[config.mk]
export PLATFORM = sky130hd
export DESIGN_NAME = pipe_shifter
export DESIGN_NICKNAME = d
export VERILOG_FILES = /design/src/rtl/shift_pkg.sv /design/src/rtl/shift_stage.sv /design/src/rtl/pipe_shifter.sv
export SDC_FILE = /design/constraint.sdc
export NUM_CORES = 1
export LEC_CHECK = 0
export CAP_MARGIN = 10
export CORE_MARGIN = 2
export CORE_UTILIZATION = 30
export DETAILED_ROUTE_END_ITERATION = 8
export PLACE_DENSITY_LB_ADDON = 0.08
export SLEW_MARGIN = 5
export SYNTH_ARGS = -nofsm -noshare
export SYNTH_HDL_FRONTEND = slang
export SYNTH_SLANG_ARGS = --single-unit
[constraint.sdc]
create_clock -name clk -period 3.15 [get_ports clk]
set_input_delay 0.63 -clock clk [delete_from_list [all_inputs] [get_ports clk]]
set_output_delay 0.63 -clock clk [all_outputs]
set_load 0.02 [all_outputs]
[src/rtl/shift_pkg.sv]
// Shared types for the pipelined barrel shifter: op encodings, amount width
// and the out-of-range amount flags carried down the pipe.
package shift_pkg;

   localparam int unsigned SH_AMTW = 8;

   typedef enum logic [2:0] {
      LSL = 3'd0,
      LSR = 3'd1,
      ASR = 3'd2,
      ROR = 3'd3,
      RRX = 3'd4
   } shift_op_t;

   typedef struct packed {
      logic oor;  // amount >= WIDTH
      logic eq;   // amount == WIDTH
      logic nz;   // amount != 0
   } amt_flags_t;

   function automatic amt_flags_t decode_amt(input logic [SH_AMTW-1:0] amt,
                                             input int unsigned width);
      amt_flags_t f;
      f.oor = (32'(amt) >= width);
      f.eq  = (32'(amt) == width);
      f.nz  = (amt != '0);
      return f;
   endfunction

endpackage

[src/rtl/shift_stage.sv]
// One pipeline slice: shift levels [LO,HI) on the incoming operand, then a
// registered slice. The last slice also resolves out-of-range amounts and RRX.
module shift_stage
   import shift_pkg::*;
#(
   parameter int unsigned WIDTH    = 32,
   parameter int unsigned TAGW     = 4,
   parameter int unsigned LO       = 0,
   parameter int unsigned HI       = 1,
   parameter bit          IS_FIRST = 1'b0,
   parameter bit          IS_LAST  = 1'b0
) (
   input  logic               clk,
   input  logic               reset,
   input  logic               flush,
   input  logic               advance,
   input  logic               in_valid,
   input  logic [WIDTH-1:0]   in_data,
   input  logic [SH_AMTW-1:0] in_amt,
   input  logic               in_carry,
   input  shift_op_t          in_op,
   input  logic [TAGW-1:0]    in_tag,
   input  amt_flags_t         in_flags,
   output logic               out_valid,
   output logic [WIDTH-1:0]   out_data,
   output logic [SH_AMTW-1:0] out_amt,
   output logic               out_carry,
   output shift_op_t          out_op,
   output logic [TAGW-1:0]    out_tag,
   output amt_flags_t         out_flags
);

   logic [WIDTH-1:0] nxt_data;
   logic             nxt_carry;
   amt_flags_t       nxt_flags;

   always_comb begin
      nxt_data  = in_data;
      nxt_carry = in_carry;
      nxt_flags = IS_FIRST ? decode_amt(in_amt, WIDTH) : in_flags;
      // Carry tracks the last bit shifted out at each applied level.
      for (int unsigned i = LO; i < HI; i++) begin
         if (in_amt[i]) begin
            case (in_op)
               LSL: begin
                  nxt_carry = nxt_data[WIDTH - (1 << i)];
                  nxt_data  = nxt_data << (1 << i);
               end
               LSR: begin
                  nxt_carry = nxt_data[(1 << i) - 1];
                  nxt_data  = nxt_data >> (1 << i);
               end
               ASR: begin
                  nxt_carry = nxt_data[(1 << i) - 1];
                  nxt_data  = $unsigned($signed(nxt_data) >>> (1 << i));
               end
               ROR: nxt_data = (nxt_data >> (1 << i)) | (nxt_data << (WIDTH - (1 << i)));
               default: ;
            endcase
         end
      end
      if (IS_LAST) begin
         case (in_op)
            LSL: if (nxt_flags.oor) begin
               nxt_carry = nxt_flags.eq & nxt_data[0];
               nxt_data  = '0;
            end
            LSR: if (nxt_flags.oor) begin
               nxt_carry = nxt_flags.eq & nxt_data[WIDTH-1];
               nxt_data  = '0;
            end
            ASR: if (nxt_flags.oor) begin
               nxt_carry = nxt_data[WIDTH-1];
               nxt_data  = {WIDTH{nxt_data[WIDTH-1]}};
            end
            ROR: if (nxt_flags.nz) nxt_carry = nxt_data[WIDTH-1];
            RRX: begin
               nxt_carry = in_data[0];
               nxt_data  = {in_carry, in_data[WIDTH-1:1]};
            end
            default: nxt_data = '0;
         endcase
      end
   end

   always_ff @(posedge clk) begin
      if (reset) begin
         out_valid <= 1'b0;
         out_data  <= '0;
         out_amt   <= '0;
         out_carry <= 1'b0;
         out_op    <= LSL;
         out_tag   <= '0;
         out_flags <= '0;
      end else begin
         if (flush)        out_valid <= 1'b0;
         else if (advance) out_valid <= in_valid;
         if (advance) begin
            out_data  <= nxt_data;
            out_amt   <= in_amt;
            out_carry <= nxt_carry;
            out_op    <= in_op;
            out_tag   <= in_tag;
            out_flags <= nxt_flags;
         end
      end
   end

endmodule

[src/rtl/pipe_shifter.sv]
// Pipelined ARM-style barrel shifter with valid/ready handshake; the whole
// pipe advances together whenever the output slot is free or being consumed.
module pipe_shifter
   import shift_pkg::*;
#(
   parameter int unsigned WIDTH  = 32,
   parameter int unsigned STAGES = 2,
   parameter int unsigned TAGW   = 4
) (
   input  logic               clk,
   input  logic               reset,
   input  logic               flush,
   input  logic               in_valid,
   output logic               in_ready,
   input  shift_op_t          in_op,
   input  logic [WIDTH-1:0]   in_data,
   input  logic [SH_AMTW-1:0] in_amt,
   input  logic               in_carry,
   input  logic [TAGW-1:0]    in_tag,
   output logic               out_valid,
   input  logic               out_ready,
   output logic [WIDTH-1:0]   out_data,
   output logic               out_carry,
   output logic [TAGW-1:0]    out_tag
);

   localparam int unsigned LEVELS = $clog2(WIDTH);
   localparam int unsigned PER    = LEVELS / STAGES;

   logic [STAGES:0]    v;
   logic [STAGES:0]    c;
   logic [WIDTH-1:0]   d   [STAGES+1];
   logic [SH_AMTW-1:0] a   [STAGES+1];
   shift_op_t          op  [STAGES+1];
   logic [TAGW-1:0]    t   [STAGES+1];
   amt_flags_t         f   [STAGES+1];

   assign in_ready = !out_valid || out_ready;

   assign v[0]  = in_valid;
   assign d[0]  = in_data;
   assign a[0]  = in_amt;
   assign c[0]  = in_carry;
   assign op[0] = in_op;
   assign t[0]  = in_tag;
   assign f[0]  = '0;

   for (genvar k = 0; k < STAGES; k++) begin : g_stage
      shift_stage #(
         .WIDTH    (WIDTH),
         .TAGW     (TAGW),
         .LO       (k * PER),
         .HI       ((k == STAGES - 1) ? LEVELS : (k + 1) * PER),
         .IS_FIRST (k == 0),
         .IS_LAST  (k == STAGES - 1)
      ) u_stage (
         .clk       (clk),
         .reset     (reset),
         .flush     (flush),
         .advance   (in_ready),
         .in_valid  (v[k]),
         .in_data   (d[k]),
         .in_amt    (a[k]),
         .in_carry  (c[k]),
         .in_op     (op[k]),
         .in_tag    (t[k]),
         .in_flags  (f[k]),
         .out_valid (v[k+1]),
         .out_data  (d[k+1]),
         .out_amt   (a[k+1]),
         .out_carry (c[k+1]),
         .out_op    (op[k+1]),
         .out_tag   (t[k+1]),
         .out_flags (f[k+1])
      );
   end

   assign out_valid = v[STAGES];
   assign out_data  = d[STAGES];
   assign out_carry = c[STAGES];
   assign out_tag   = t[STAGES];

endmodule

# Word-level counts from Yosys, hierarchy flattened
# Cells that the tools add are included.
# op_classes
addsub	0
n_mul	0
div_mod_pow	0
n_lt_le_gt_ge	1
n_eq_ne	8
shifts	0
n_mux	28
bitwise_logic	7
reduce_logical	9
# op_table
operator	n
$pmux 32 s4	6
$mux 32	6
$or 16x32->32	1
$or 24x32->32	1
$or 28x32->32	1
$or 30x32->32	1
$or 31x32->32	1
$mux 31	1
$eq 3x2->1 const B	4
$pmux 1 s2	5
$mux 1	9
$eq 8x6->1 const B	1
$ge 8x6->1 const B	1
$reduce_bool 8->1	1
$reduce_or 2->1	4
$eq 3x1->1 const B	2
$logic_not 3->1	2
$pmux 1 s5	1
$eq 3x3->1 const B	1
$and 1x1->1	2
$logic_not 1->1	1
$logic_or 1x1->1	1
# word_totals
register_bits	87
latchBits	0
ram_bits	0
romBits	0
inputBits	53
out_inout_bits	39
word_cells	66
memories	0

# Logic depth before layout (Yosys ltp)
# Gate-level depths: netlist of the first run.
# logic_depth
ltp_word	12
ltp_mapped	11
depth_no_buf	7

# Cells and area by module
# From an unflattened synthesis of the first run, not the netlist that was laid out.
# hier_totals
hier_cells	1113
area_unflattened_um2	8271.7
# modules_own_cells
module	instances	cells_per_inst	area_per_inst_um2	seq_area_each_um2
shift_stage at g_stage[1].u_stage	1	641	4710.8	1041.0
shift_stage at g_stage[0].u_stage	1	470	3550.9	1041.0
pipe_shifter	1	2	10.0	0.0

# Worst setup path after synthesis of the first run
# OpenSTA, ideal clock, no wires.
# synth_timing
path_kind	in2out
start	input out_ready
end	output in_ready
t_arrival_ps	1709
t_required_ps	2520
path_slack_ps	811
cell_stages	5
n_path_buf	3
cell_sequence	nor2b_1 clkbuf_1 clkinv_1 clkbuf_1 buf_1
# synth_via
elab_chain_len	1
# synth_rtl
item	line_no	rtl
from (decl)	pipe_shifter.sv:21	input logic out_ready,
$logic_or 1x1->1	pipe_shifter.sv:38	assign in_ready = !out_valid || out_ready;
to (decl)	pipe_shifter.sv:14	output logic in_ready,
# Every way passes these cells.

# Worst setup path after layout of the first run
# layout_timing
start	register g_stage[0].u_stage.out_op[2]
end	register g_stage[1].u_stage.out_data[23]
# layout_via
elab_chain_len	11
word_cells_on_any_way	17
classes_between	4 x eq/ne; 9 x mux; 2 x bitwise; 2 x reduce/logical
# layout_rtl
item	line_no	rtl
from (decl)	shift_stage.sv:28	output shift_op_t out_op,
from (signal assigned)	shift_stage.sv:102	out_op <= in_op;
$eq 3x2->1, or another cell as far along	shift_stage.sv:44, shift_stage.sv:63	
$pmux 32 s4	shift_stage.sv:44	case (in_op)
$mux 32	shift_stage.sv:43	if (in_amt[i]) begin
$or 24x32->32	shift_stage.sv:57	ROR: nxt_data = (nxt_data >> (1 << i)) | (nxt_data << (WIDTH - (1 << i)));
$pmux 32 s4	shift_stage.sv:44	
$mux 32	shift_stage.sv:43	
$or 16x32->32	shift_stage.sv:57	
$pmux 32 s4	shift_stage.sv:44	
$mux 32	shift_stage.sv:43	
$mux 31 or $mux 32 (tied branches)	shift_stage.sv:72, shift_stage.sv:64, shift_stage.sv:68	
$pmux 32 s4 (*)	shift_stage.sv:63	case (in_op)
to (signal assigned)	shift_stage.sv:99	out_data <= nxt_data;
to (decl)	shift_stage.sv:25	output logic [WIDTH-1:0] out_data,
# Mark *: on every way between the ends. The rest lies on a longest branch, timed or not.
# A chain may end at the register's enable or synchronous reset.

==> metrics.txt, run 1 <==
sequential share of the synthesized area=24.2%; count of pins over their slew limit=0; Clock Latency Late Sink=approximately 360 ps; Final GP Congestion=0.919; Synth Area per Inst=6.53 um2; Die Y=about 160 um; Period minus WS final=about 2700 ps; fraction of registers with async set or reset after synthesis=0%; RSZ-0062 raised after global routing=false; r2r setup slk=460 ps; post-synthesis mux area share=under 10%; detailed-route via count=between 7000 and 8000; Post-DRT Antenna Nets=0; CTS tree=built; achievable frequency=372 MHz; Cell variety after synth=66; main combinational cell family by area after synthesis=compound AO/OA/AOI/OAI gates; count of input and output buffers=91; Post-Route WL=roughly 28000 um; vias in the first global route=around 7300; gr usage total=a little under a quarter; worst-case reg-to-reg path depth=9; CP Class=flop to flop; Yosys reg bits=85; DRC violations left=0; nets@finish=1143; Min-Delay Path Depth=2; syn nets=between 1000 and 1500; status=completed; Fillers=2608; Peak supply drop=220 uV; power density cells=403 mW/mm2; initial core utilization=between 30% and 40%; fraction of the mapped netlist area in simple logic gates=about a quarter; Sink Count=85; CTS Buf Count=9; Main synth FF type=dfxtp_1; share of cells above drive strength 1=9.04%; HPWL after DPL=20200 um; CTS Hold Bufs=0; worst hold path endpoint=g_stage[0].u_stage.out_tag[3]$_SDFFE_PP0P_; Tcrit/Tclk final=85.3%; RR Startpoint=g_stage[0].u_stage.out_op[2]$_SDFFE_PP0P_; placed inst area=0.00813 mm2; Rel. slew slack=about half; critical path startpoint category=flop; TNS Setup=0 ps; Layout Skew=6.70 ps; Diodes inserted=0; drt wl/cell=between 15 and 20 um; compound-cell area share of the yosys netlist=35.7%; Worst-path clk slew=70 ps; Ys Warns=0; Hold Fails Final Rpt=0; P_leak=2.97 nW; Worst EP required=3440 ps; critical path peak fanout=31; global-route wire length before repair=43600 um; synthesized instance count=1077; die area=between 0.02 and 0.025 mm2; Post-Synth XOR/XNOR Area=0.125%; Crit. End Element=flop; Worst R2R End=g_stage[1].u_stage.out_data[23]$_SDFFE_PP0P_; Final Cell Area=roughly 0.0084 mm2; HP Start=g_stage[0].u_stage.out_tag[3]$_SDFFE_PP0P_; width of the die=157 um; Max Cap Viol=0; setup bufs post-CTS=0; initial antenna violation count=0; area of the core=0.0233 mm2; row count=56; Layout Area Growth over Synthesis=19.6%; H-tree depth=3; CTS root buf=clkbuf_16; CTS max path bufs=2; Post-synth EDFFs=0; DP Worst Slack=155 ps; GRT overflow=0; Vias/cell=about 5.6; Final WS setup=465 ps; Worst Path Arrival=2980 ps; Hold Crit Class=flop to flop; final core utilization=36.2%; I/O Pins=92; Post-Syn Area=0.00703 mm2; post-cts repair resize count=0; largest net degree at the start of global routing=just over 60; DRC marker count from the first detailed-route iteration=830; First-pass DRT Iterations=6; Adder-Cell Fraction of Synth Area=0%; Setup violations, final=0; Least-Margin Pin Slew=around 750 ps
[logic make-up (layout without fill, tap and decap cells)]
| kind of cell | Yosys count | after routing |
|---|---|---|
| mux | 33 | 33 |
| buf+inv | 140 | 158 |
| xor+xnor | 1 | 1 |
| simple gates | 417 | 417 |
| compound gates | 401 | 401 |
| flops | 85 | 85 |
[Yosys cell counts (13+ instances only)]
cell | n | area [um2]
a211oi_1 | 17 | 128
a21oi_1 | 169 | 846
a31oi_1 | 22 | 138
buf_1 | 16 | 60.1
buf_2 | 23 | 115
buf_4 | 32 | 240
clkbuf_1 | 62 | 233
dfxtp_1 | 85 | 1700
mux2i_1 | 23 | 230
nand2_1 | 232 | 871
nand3_1 | 18 | 90.1
nor2_1 | 114 | 428
nor3_1 | 13 | 65.1
o21ai_0 | 73 | 365
o22ai_1 | 15 | 93.8
o311ai_0 | 24 | 210
[layout make-up]
type / count / area, um2 / share of cell area (%)
multi-input combinational: 852 / 4670 / 55.5
tap: 319 / 399 / 4.74
timing repair buffer: 137 / 1340 / 15.9
clock inverter: 7 / 57.6 / 0.684
clock buffer: 9 / 225 / 2.68
inverter: 5 / 18.8 / 0.223
sequential: 85 / 1700 / 20.2
[registers in the layout, indices dropped and copies added (netlist names)]
register	count
g_stage.u_stage.out_amt	3
g_stage.u_stage.out_flags	3
g_stage.u_stage.out_tag	8
g_stage.u_stage.out_op	3
g_stage.u_stage.out_valid	2
g_stage.u_stage.out_carry	2
g_stage.u_stage.out_data	64
[cells in the final DEF, fill, tap and decap left out, types with 6 or more instances in the layout]
cell | Yosys | routed
clkdlybuf4s50_1 | 0 | 90
nor2b_1 | 10 | 7
nor2_1 | 114 | 112
a221oi_1 | 10 | 10
a22oi_1 | 10 | 10
a21oi_1 | 169 | 169
dfxtp_1 | 85 | 85
a31o_2 | 6 | 6
a211oi_1 | 17 | 17
mux2i_1 | 23 | 23
nand2_1 | 232 | 232
nand3_1 | 18 | 18
o211ai_1 | 9 | 9
o21ai_0 | 73 | 73
o22ai_1 | 15 | 15
a31oi_1 | 22 | 22
o311ai_0 | 24 | 24
nor3_1 | 13 | 13
o2bb2ai_1 | 6 | 6
clkbuf_16 | 0 | 9
buf_12 | 0 | 7
a221o_1 | 7 | 7
nand2b_1 | 8 | 7
buf_4 | 32 | 39
[power breakdown]
| group | total (mW) | switching [mW] | internal [mW] |
|---|---|---|---|
| combinational | 1.05 | 0.619 | 0.432 |
| clock | 1.05 | 0.505 | 0.543 |
| sequential | 1.30 | 0.139 | 1.16 |
| total | 3.40 | 1.26 | 2.13 |
[critical path: stages (launching register included)]
cell and delay, ps:
dfxtp_1 500, buf_4 270, nor2b_2 310, buf_4 400
nand2_1 240, o32ai_1 330, a21oi_1 130, nor3_1 240
a2111oi_2 80, nor2_1 110
[stage by stage]
step / hold slack (ps) / total power [mW] / std cells
finish: 451 / 3.40 / 1414
global route: 481 / 3.56 / 1414
CTS: 456 / 3.41 / 1414
detailed placement: 445 / 2.36 / 1398
global placement: 442 / 2.36 / 1398
floorplan: 432 / 1.95 / 1077
[routing by layer]
metal	track usage, %	wire, um	vias to the layer above
li1	-	-	3859
met1	32.2	13000	3748
met2	35.2	12400	331
met3	3.41	1830	47
met4	8.40	834	0
met5	0	0	-
[worst max path at each step]
stage                                                    from                                            to  slack, ps  cells after the start
CTS                 g_stage[0].u_stage.out_op[2]$_SDFFE_PP0P_   g_stage[1].u_stage.out_data[9]$_SDFFE_PP0P_        460                      8
floorplan                                           out_ready                                      in_ready        810                      5
global placement                                     in_op[1]  g_stage[0].u_stage.out_data[20]$_SDFFE_PP0P_        150                     11
finish              g_stage[0].u_stage.out_op[2]$_SDFFE_PP0P_  g_stage[1].u_stage.out_data[23]$_SDFFE_PP0P_        460                      9
global route        g_stage[0].u_stage.out_op[2]$_SDFFE_PP0P_  g_stage[1].u_stage.out_data[30]$_SDFFE_PP0P_        240                      8
detailed placement                                   in_op[1]  g_stage[0].u_stage.out_data[20]$_SDFFE_PP0P_        150                     11
(Power assumes the default switching activity.)
==> run 2, diff against run 1 <==
- CORE_MARGIN: 2 -> 1
==> run 2 against run 1 <==
  * Non-clock buffer count increased by 11
  * Critical path type unchanged
  * Design area rose by 1.3%
  * Worst setup slack lost 100 ps
  * Core utilization up 1.1 points
  * Sequential cell count unchanged
  * Die area shrank 2.5%
  * Global-route usage increased by 0.40 points
==> metrics.txt, run 2 (same netlist as run 1, synthesis figures left out) <==
crit-path cells=buf_4 > inv_2 > o21ai_0 > nor2_2 > a221o_1; Crit. End Element=flop; count of input and output buffers=between 90 and 100; P_leak=3.05 nW; DRC violations left=0; initial antenna violation count=0; most frequent cells in the layout=nand2_1 (232), a21oi_1 (169), nor2_1 (112); Sink Count=85; gr usage total=23.2%; Largest register FFs=64; Top delay family on crit path=compound AO/OA/AOI/OAI gates; CP Depth=5; width of the die=155 um; detailed-route via count=7986; count of pins over their slew limit=0; die area=0.0241 mm2; nets@finish=1154; achievable frequency=359 MHz; Largest regs=g_stage.u_stage.out_data: 64 flops, g_stage.u_stage.out_tag: 8 flops; Worst Path Arrival=slightly above 3000 ps; commonest non-fill, non-tap cell in the layout=nand2_1; CTS max path bufs=2; CTS root buf=clkbuf_16; CP Capture Point=g_stage[1].u_stage.out_data[5]$_SDFFE_PP0P_; setup bufs post-CTS=0; drt wl/cell=about 20 um; Layout Area Growth over Synthesis=21.1%; CP max stage cell=o21ai_0; Diodes inserted=0; CTS tree=built; met1 WL=between 10000 and 15000 um; Min Hold Slack=between 400 and 500 ps; delay of the slowest cell on the worst path=970 ps; largest net degree at the start of global routing=61; critical path startpoint category=flop; CP bufs+invs=2; share of cells above drive strength 1=under 10%; Worst-path clk slew=70 ps; Clock Latency Late Sink=360 ps; dpl cells=1403; First-pass DRT Iterations=7; row count=55; Post-DRT Antenna Nets=0; RSZ-0062 raised after global routing=false; Worst R2R End=g_stage[1].u_stage.out_data[5]$_SDFFE_PP0P_; Final GP Congestion=0.982; area of the core=0.0228 mm2; Worst EP required=3400 ps; Hold Crit Class=flop to flop; final core utilization=37.3%; critical path peak fanout=12; H-tree depth=3; wire length on met2=12200 um; Tcrit/Tclk final=88.5%; global-route wire length before repair=43300 um; status=completed; Power, Total=3.55 mW; power density cells=417 mW/mm2; CTS Hold Bufs=0; CP Class=flop to flop; HPWL after DPL=roughly 20000 um; Post-Route WL=27800 um; Period minus WS final=2790 ps; Vias/cell=5.63; initial core utilization=30.8%; TNS Setup=0 ps; Rel. slew slack=16.7%; Hold Fails Final Rpt=0; post-cts repair resize count=0; Max Cap Viol=0; Layout Skew=around 11 ps; DRC marker count from the first detailed-route iteration=633; I/O Pins=92; GRT overflow=0; Max Used Layer=met4; CTS Buf Count=9; Least-Margin Pin Slew=1240 ps; Die Y=155 um; worst-case reg-to-reg path depth=5; Critical Path Start=g_stage[0].u_stage.out_op[2]$_SDFFE_PP0P_; vias in the first global route=7260; r2r setup slk=360 ps; RR Startpoint=g_stage[0].u_stage.out_op[2]$_SDFFE_PP0P_; metal3 WL=1690 um; Largest Register=g_stage.u_stage.out_data; Setup violations, final=0; final instance count without filler cells=~1400; Peak supply drop=250 uV
run 2: how the worst min path moves through the flow:
stage,slack [ps],cells past startpoint,endpoint,from
2_1_floorplan,430,2,g_stage[0].u_stage.out_tag[0]$_SDFFE_PP0P_,g_stage[0].u_stage.out_tag[0]$_SDFFE_PP0P_
3_3_place_gp,440,2,g_stage[1].u_stage.out_tag[3]$_SDFFE_PP0P_,g_stage[1].u_stage.out_tag[3]$_SDFFE_PP0P_
3_5_place_dp,450,2,g_stage[1].u_stage.out_tag[3]$_SDFFE_PP0P_,g_stage[1].u_stage.out_tag[3]$_SDFFE_PP0P_
4_1_cts,450,2,g_stage[1].u_stage.out_tag[3]$_SDFFE_PP0P_,g_stage[1].u_stage.out_tag[3]$_SDFFE_PP0P_
5_1_grt,470,2,g_stage[0].u_stage.out_tag[2]$_SDFFE_PP0P_,g_stage[0].u_stage.out_tag[2]$_SDFFE_PP0P_
6_report,450,2,g_stage[1].u_stage.out_tag[1]$_SDFFE_PP0P_,g_stage[1].u_stage.out_tag[1]$_SDFFE_PP0P_
run 2: final cells by class:
type	instances	area (um2)
Fill cell	2532	14300
Multi-Input combinational cell	852	4670
Sequential cell	85	1700
Timing Repair Buffer	148	1410
Tap cell	313	392
Clock buffer	9	225
Clock inverter	7	103
Inverter	5	18.8
run 2: layer usage:
metal / track usage [%] / vias up
li1: - / 3886
met1: 32.4 / 3739
met2: 35.5 / 308
met3: 3.45 / 53
met4: 9.57 / 0
met5: 0 / -
run 2: tightest hold or removal path, stage by stage, from the launching register on:
cell and delay (ps):
dfxtp_1 310, nand2_1 50, a21oi_1 50
run 2: per-stage QoR:
stage	cell area, um2	setup WS (ps)
floorplan	7030	811
global placement	8190	72.5
detailed placement	8190	63.0
CTS	8520	402
global route	8520	211
finish	8520	362
run 2: where the power goes:
part	leakage, nW	internal [mW]	switching, mW
Combinational	2.19	0.440	0.629
Sequential	0.702	1.16	0.130
Clock	0.157	0.704	0.491
Total	3.05	2.30	1.25
